**src/rtl/ifu_pc_gen.sv**
```systemverilog
// Fetch PC generator: one outstanding imem request, valid/ready delivery to decode,
// and redirect handling that kills wrong-path fetches. Latency 1 cycle from redirect to new request.
module ifu_pc_gen #(
  parameter logic [31:0] RESET_PC = 32'h0000_0000,
  parameter int unsigned PC_STEP  = 4
) (
  input  logic        clk,
  input  logic        rst,
  input  logic        exe_valid,
  input  logic        bjmp,
  input  logic [31:0] bpc,
  output logic        imem_req,
  output logic [31:0] imem_addr,
  input  logic        imem_gnt,
  input  logic        imem_rvalid,
  input  logic [31:0] imem_rdata,
  output logic        if_valid,
  output logic [31:0] if_pc,
  output logic [31:0] if_inst,
  input  logic        if_ready,
  output logic        flush_id,
  output logic        misalign,
  output logic [31:0] redir_cnt
);

  localparam logic [31:0] LP_STEP = 32'(PC_STEP);

  typedef enum logic [2:0] {
    S_IDLE,
    S_REQ,
    S_WAIT,
    S_HOLD,
    S_DROP
  } state_t;

  state_t      r_state;
  state_t      w_state_nxt;
  logic [31:0] r_pc;
  logic [31:0] w_pc_nxt;
  logic        w_latch;
  logic        w_redir;
  logic [31:0] w_target;
  logic [31:0] r_if_pc;
  logic [31:0] r_if_inst;
  logic        r_flush_id;
  logic        r_misalign;
  logic [31:0] r_redir_cnt;

  assign w_redir  = exe_valid & bjmp;
  assign w_target = {bpc[31:2], 2'b00};

  // A redirect always wins; the only thing it leaves to the other inputs is
  // whether a request is still in flight (and so whether we must DROP).
  always_comb begin
    w_state_nxt = r_state;
    w_pc_nxt    = r_pc;
    w_latch     = 1'b0;
    if (w_redir) begin
      w_pc_nxt = w_target;
    end
    case (r_state)
      S_IDLE: w_state_nxt = S_REQ;
      S_REQ: begin
        if (imem_gnt) begin
          w_state_nxt = w_redir ? S_DROP : S_WAIT;
        end
      end
      S_WAIT: begin
        if (w_redir) begin
          w_state_nxt = imem_rvalid ? S_REQ : S_DROP;
        end else if (imem_rvalid) begin
          w_latch     = 1'b1;
          w_state_nxt = S_HOLD;
        end
      end
      S_HOLD: begin
        if (w_redir) begin
          w_state_nxt = S_REQ;
        end else if (if_ready) begin
          w_pc_nxt    = r_pc + LP_STEP;
          w_state_nxt = S_REQ;
        end
      end
      S_DROP: begin
        if (imem_rvalid) begin
          w_state_nxt = S_REQ;
        end
      end
      default: w_state_nxt = S_IDLE;
    endcase
  end

  always_ff @(posedge clk) begin
    if (rst) begin
      r_state     <= S_IDLE;
      r_pc        <= RESET_PC;
      r_if_pc     <= 32'h0;
      r_if_inst   <= 32'h0;
      r_flush_id  <= 1'b0;
      r_misalign  <= 1'b0;
      r_redir_cnt <= 32'h0;
    end else begin
      r_state    <= w_state_nxt;
      r_pc       <= w_pc_nxt;
      r_flush_id <= w_redir;
      r_misalign <= w_redir & (|bpc[1:0]);
      if (w_latch) begin
        r_if_pc   <= r_pc;
        r_if_inst <= imem_rdata;
      end
      if (w_redir) begin
        r_redir_cnt <= r_redir_cnt + 32'd1;
      end
    end
  end

  assign imem_req  = (r_state == S_REQ);
  assign imem_addr = r_pc;
  assign if_valid  = (r_state == S_HOLD);
  assign if_pc     = r_if_pc;
  assign if_inst   = r_if_inst;
  assign flush_id  = r_flush_id;
  assign misalign  = r_misalign;
  assign redir_cnt = r_redir_cnt;

endmodule
```
**config.mk**
```make
export PLATFORM = sky130hd
export DESIGN_NAME = ifu_pc_gen
export DESIGN_NICKNAME = d
export VERILOG_FILES = /design/src/rtl/ifu_pc_gen.sv
export SDC_FILE = /design/constraint.sdc
export NUM_CORES = 1
export LEC_CHECK = 0
export ABC_AREA = 0
export CAP_MARGIN = 20
export CORE_UTILIZATION = 35
export DETAILED_ROUTE_END_ITERATION = 6
export GPL_ROUTABILITY_DRIVEN = 0
export GPL_TIMING_DRIVEN = 1
export PLACE_DENSITY = 0.62
export RECOVER_POWER = 25
export SYNTH_ARGS = -nofsm -noshare
export SYNTH_HDL_FRONTEND = slang
export SYNTH_SLANG_ARGS = --single-unit
```
**constraint.sdc**
```tcl
create_clock -name clk -period 2.5 [get_ports clk]
set_input_delay 0.625 -clock clk [delete_from_list [all_inputs] [get_ports clk]]
set_output_delay 0.625 -clock clk [all_outputs]
set_load 0.005 [all_outputs]
```
==> flow_summary_export.csv <==
group,metric,value,unit
outcome,status,"complete, no violations",
grt,overflow,0,
clock_tree,cts_sinks,133,
synth,synth_enable_flop_cells,0,
timing,timing.fmax,0.420,GHz
setup_path,path_cells,"nand3b_1, inv_1, clkdlybuf4s50_1",
setup_path,cp_num_buf_inv,2,
worst_hold_path,hp-start,"if_inst[4]",
run,drv_cap,0,
setup_path,critPathCaptureType,"output pin",
timing,final-max-slew-violation-count,0,
floorplanning,ioPinCount,203,
final_layout,drive_gt1_frac,0.0724,
synth,syn_nets,765,
timing,period_share,0.953,
drt,m1WireLength,7290,um
power_and_ir_drop,leakagePower,3.00,nW
setup_path,cp-start-kind,"register",
drt,detail_route.wirelength,16600,um
timing,grt_setup_unrepaired,"false",
placed_design,hpwl,11800,um
synth,syn_area_per_cell,8.09,um2
clock_tree,clock_path_buffers,2,
final_layout,finish.net_count,971,
clock_tree,clk_latency,410,ps
drt,drtIter0Drc,390,
grt,grt_max_degree,57,
timing,finClkSkew,9.89,ps
worst_hold_path,min_path_type,"register to register",
timing,setup_viol,0,
setup_path,slowest_delay,540,ps
worst_hold_path,hold_path_depth,2,
final_layout,final_cell_mix,"clkdlybuf4s50_1 (168), nand2_1 (157), dfxtp_1 (132)",
worst_hold_path,whs_endpoint,"if_inst[4]",
drt,dr.pass1.iters,4,
final_layout,area_delta_synth_final,51.7,%
floorplanning,placementRows,45,
synth,synth_cell_types,48,
power_and_ir_drop,p_int,3.94,mW
grt,grt_usage,0.206,
synth,synthTopCellsByArea,"dfxtp_1 (48%), nand2_1 (11%), a21oi_1 (7.2%)",
setup_path,arrival,1760,ps
drt,via_count,5525,
setup_path,critPathTopFamily,"buffers and inverters",
timing,tightestPinTransition,640,ps
grt,antenna_found_initial,0,
setup_path,regToRegEndpoint,"imem_addr[30]",
timing,slew_headroom,0.573,
setup_path,crit_path_top_delay_cell,"clkdlybuf4s50_1",
drt,dr_wl_met2,7870,um
drt,route.detailed.drc,0,
grt,grt_pass1_wl,26800,um
synth,async_reset_ff_frac,0,
placed_design,portBuffers,202,
synth,ys_warn_count,0,
drt,ant_nets,0,
placed_design,preCtsSetupSlack,-47.9,ps
timing,fin_setup_tns,0,ps
timing,finalHoldViolCount,0,
drt,maxUsedRoutingLayer,"met4",
synth,synth_top_area_cell,"dfxtp_1",
synth,synth_seq_area_share,0.476,
clock_tree,clk_pin_slew,50,ps
final_layout,diodes,0,
setup_path,worst-path-max-fanout,9,
floorplanning,die_w,128,um
floorplanning,die_y,128,um
power_and_ir_drop,swShare,0.222,
synth,synthFlopType,"dfxtp_1",
grt,grt_pass1_vias,5418,
power_and_ir_drop,seq_power_share,0.440,
final_layout,nFillCells,1429,
power_and_ir_drop,clkPwrFrac,0.482,
clock_tree,root_buffer,"clkbuf_16",
power_and_ir_drop,power.switching,1.13,mW
clock_tree,ctsHoldBuffers,0,
floorplanning,dieArea,16500,um2
floorplanning,design.core.area,15400,um2
clock_tree,cts_made_buffers,17,
setup_path,rrSetupSlack,320,ps
floorplanning,initial_core_util,0.363,
drt,wl_met3,1130,um
power_and_ir_drop,comb_power_share,0.078,
clock_tree,cts.htree.levels,4,
synth,yosysTopAreaCellShare,0.476,
power_and_ir_drop,max-vdd-ir-drop,0.428,mV
synth,ys_ff_latch,133,
clock_tree,cts_tree,"built",
final_layout,final_common_cell,"clkdlybuf4s50_1",
drt,vias_per_cell,4.92,
setup_path,r2r-start,"imem_addr[2]",
setup_path,reg2reg_depth,6,
synth,netlist_area,5600,um2
timing,fin_ws,117,ps
setup_path,worstPathRequired,1880,ps
timing,min_period,2380,ps
synth,syn_inst,692,
drt,routedWlPerCell,14.8,um
power_and_ir_drop,power_density,597,nW/um2
setup_path,crit_type,"register to output pin",
cell usage after synthesis (12+ instances only):
master and number:
o21ai_0 14, xor2_1 32, a21oi_1 80, xnor2_1 14
a211oi_1 22, nor3_1 12, dfxtp_1 133, nand3_1 22
clkbuf_1 25, nand2_1 158, nor2_1 67, nand4_1 21
worst max-delay path by stage:
| stage | from | to | slack, ps | cells past startpoint |
|---|---|---|---|---|
| 3_3_place_gp | exe_valid | redir_cnt[31] | 30 | 6 |
| 3_5_place_dp | exe_valid | redir_cnt[31] | -50 | 7 |
| 5_1_grt | r_state[0] | if_valid | 30 | 3 |
| 6_report | r_state[0] | if_valid | 120 | 3 |
| 2_1_floorplan | exe_valid | redir_cnt[31] | 450 | 6 |
| 4_1_cts | r_state[1] | if_valid | 90 | 3 |
kinds of logic after synthesis:
logic type,after synthesis,synth area share
AOI/OAI and AO/OA,127,0.133
and+or+nand+nor,333,0.278
buffers and inverters,51,0.0373
xor gates and xnor gates,46,0.0720
adders and majority gates,2,0.00447
DFF,133,0.476
registers in the layout, indices dropped and copies added, names as in the netlist:
signal,cells
flush_id,1
if_inst,32
if_pc,32
imem_addr,32
misalign,1
r_state,3
redir_cnt,32
area by class of cell:
cell class,instances,area (um2),share of cell area
repair buffers,228,2230,0.262
inverters,10,37.5,0.00442
clock inverters,9,101,0.0119
flip-flops and latches,133,2660,0.314
clock buffers,23,478,0.0563
well taps,211,264,0.0311
multi-input cells,508,2720,0.320
what timing repair did:
| item | 4_1_cts | 5_1_grt |
|---|---|---|
| buffers inserted | 0 | 0 |
| setup endpoints to repair | 0 | 1 |
| resized for setup | 0 | 1 |
tightest hold or removal path, cell delays in order (launching register included):
cell and delay (ps):
dfxtp_1 300, nand2_1 50, a21oi_1 50
power by group through the flow:
stage / logic (mW) / registers, mW / clock network (mW)
5_1_grt: 0.431 / 2.24 / 2.59
2_1_floorplan: 0.146 / 2.26 / 0
3_3_place_gp: 0.397 / 2.27 / 0
3_5_place_dp: 0.400 / 2.27 / 0
6_report: 0.395 / 2.23 / 2.44
4_1_cts: 0.404 / 2.23 / 2.50
per-layer routing:
metal	track usage	vias to the layer above
met5	0	-
met4	0.0810	0
met3	0.0586	18
met2	0.334	156
met1	0.258	2577
li1	-	2774
through the flow:
stage | power (mW) | utilization | std cells | hold slack [ps] | instance area [um2]
final | 5.07 | 0.551 | 1122 | 450 | 8490
after global routing | 5.25 | 0.551 | 1122 | 471 | 8490
after CTS | 5.13 | 0.553 | 1122 | 454 | 8530
after detailed placement | 2.67 | 0.515 | 1090 | 447 | 7950
after global placement | 2.67 | 0.515 | 1090 | 441 | 7950
after floorplan | 2.41 | - | 692 | 453 | 5600
Note: power is estimated with default switching activity, not from simulation.
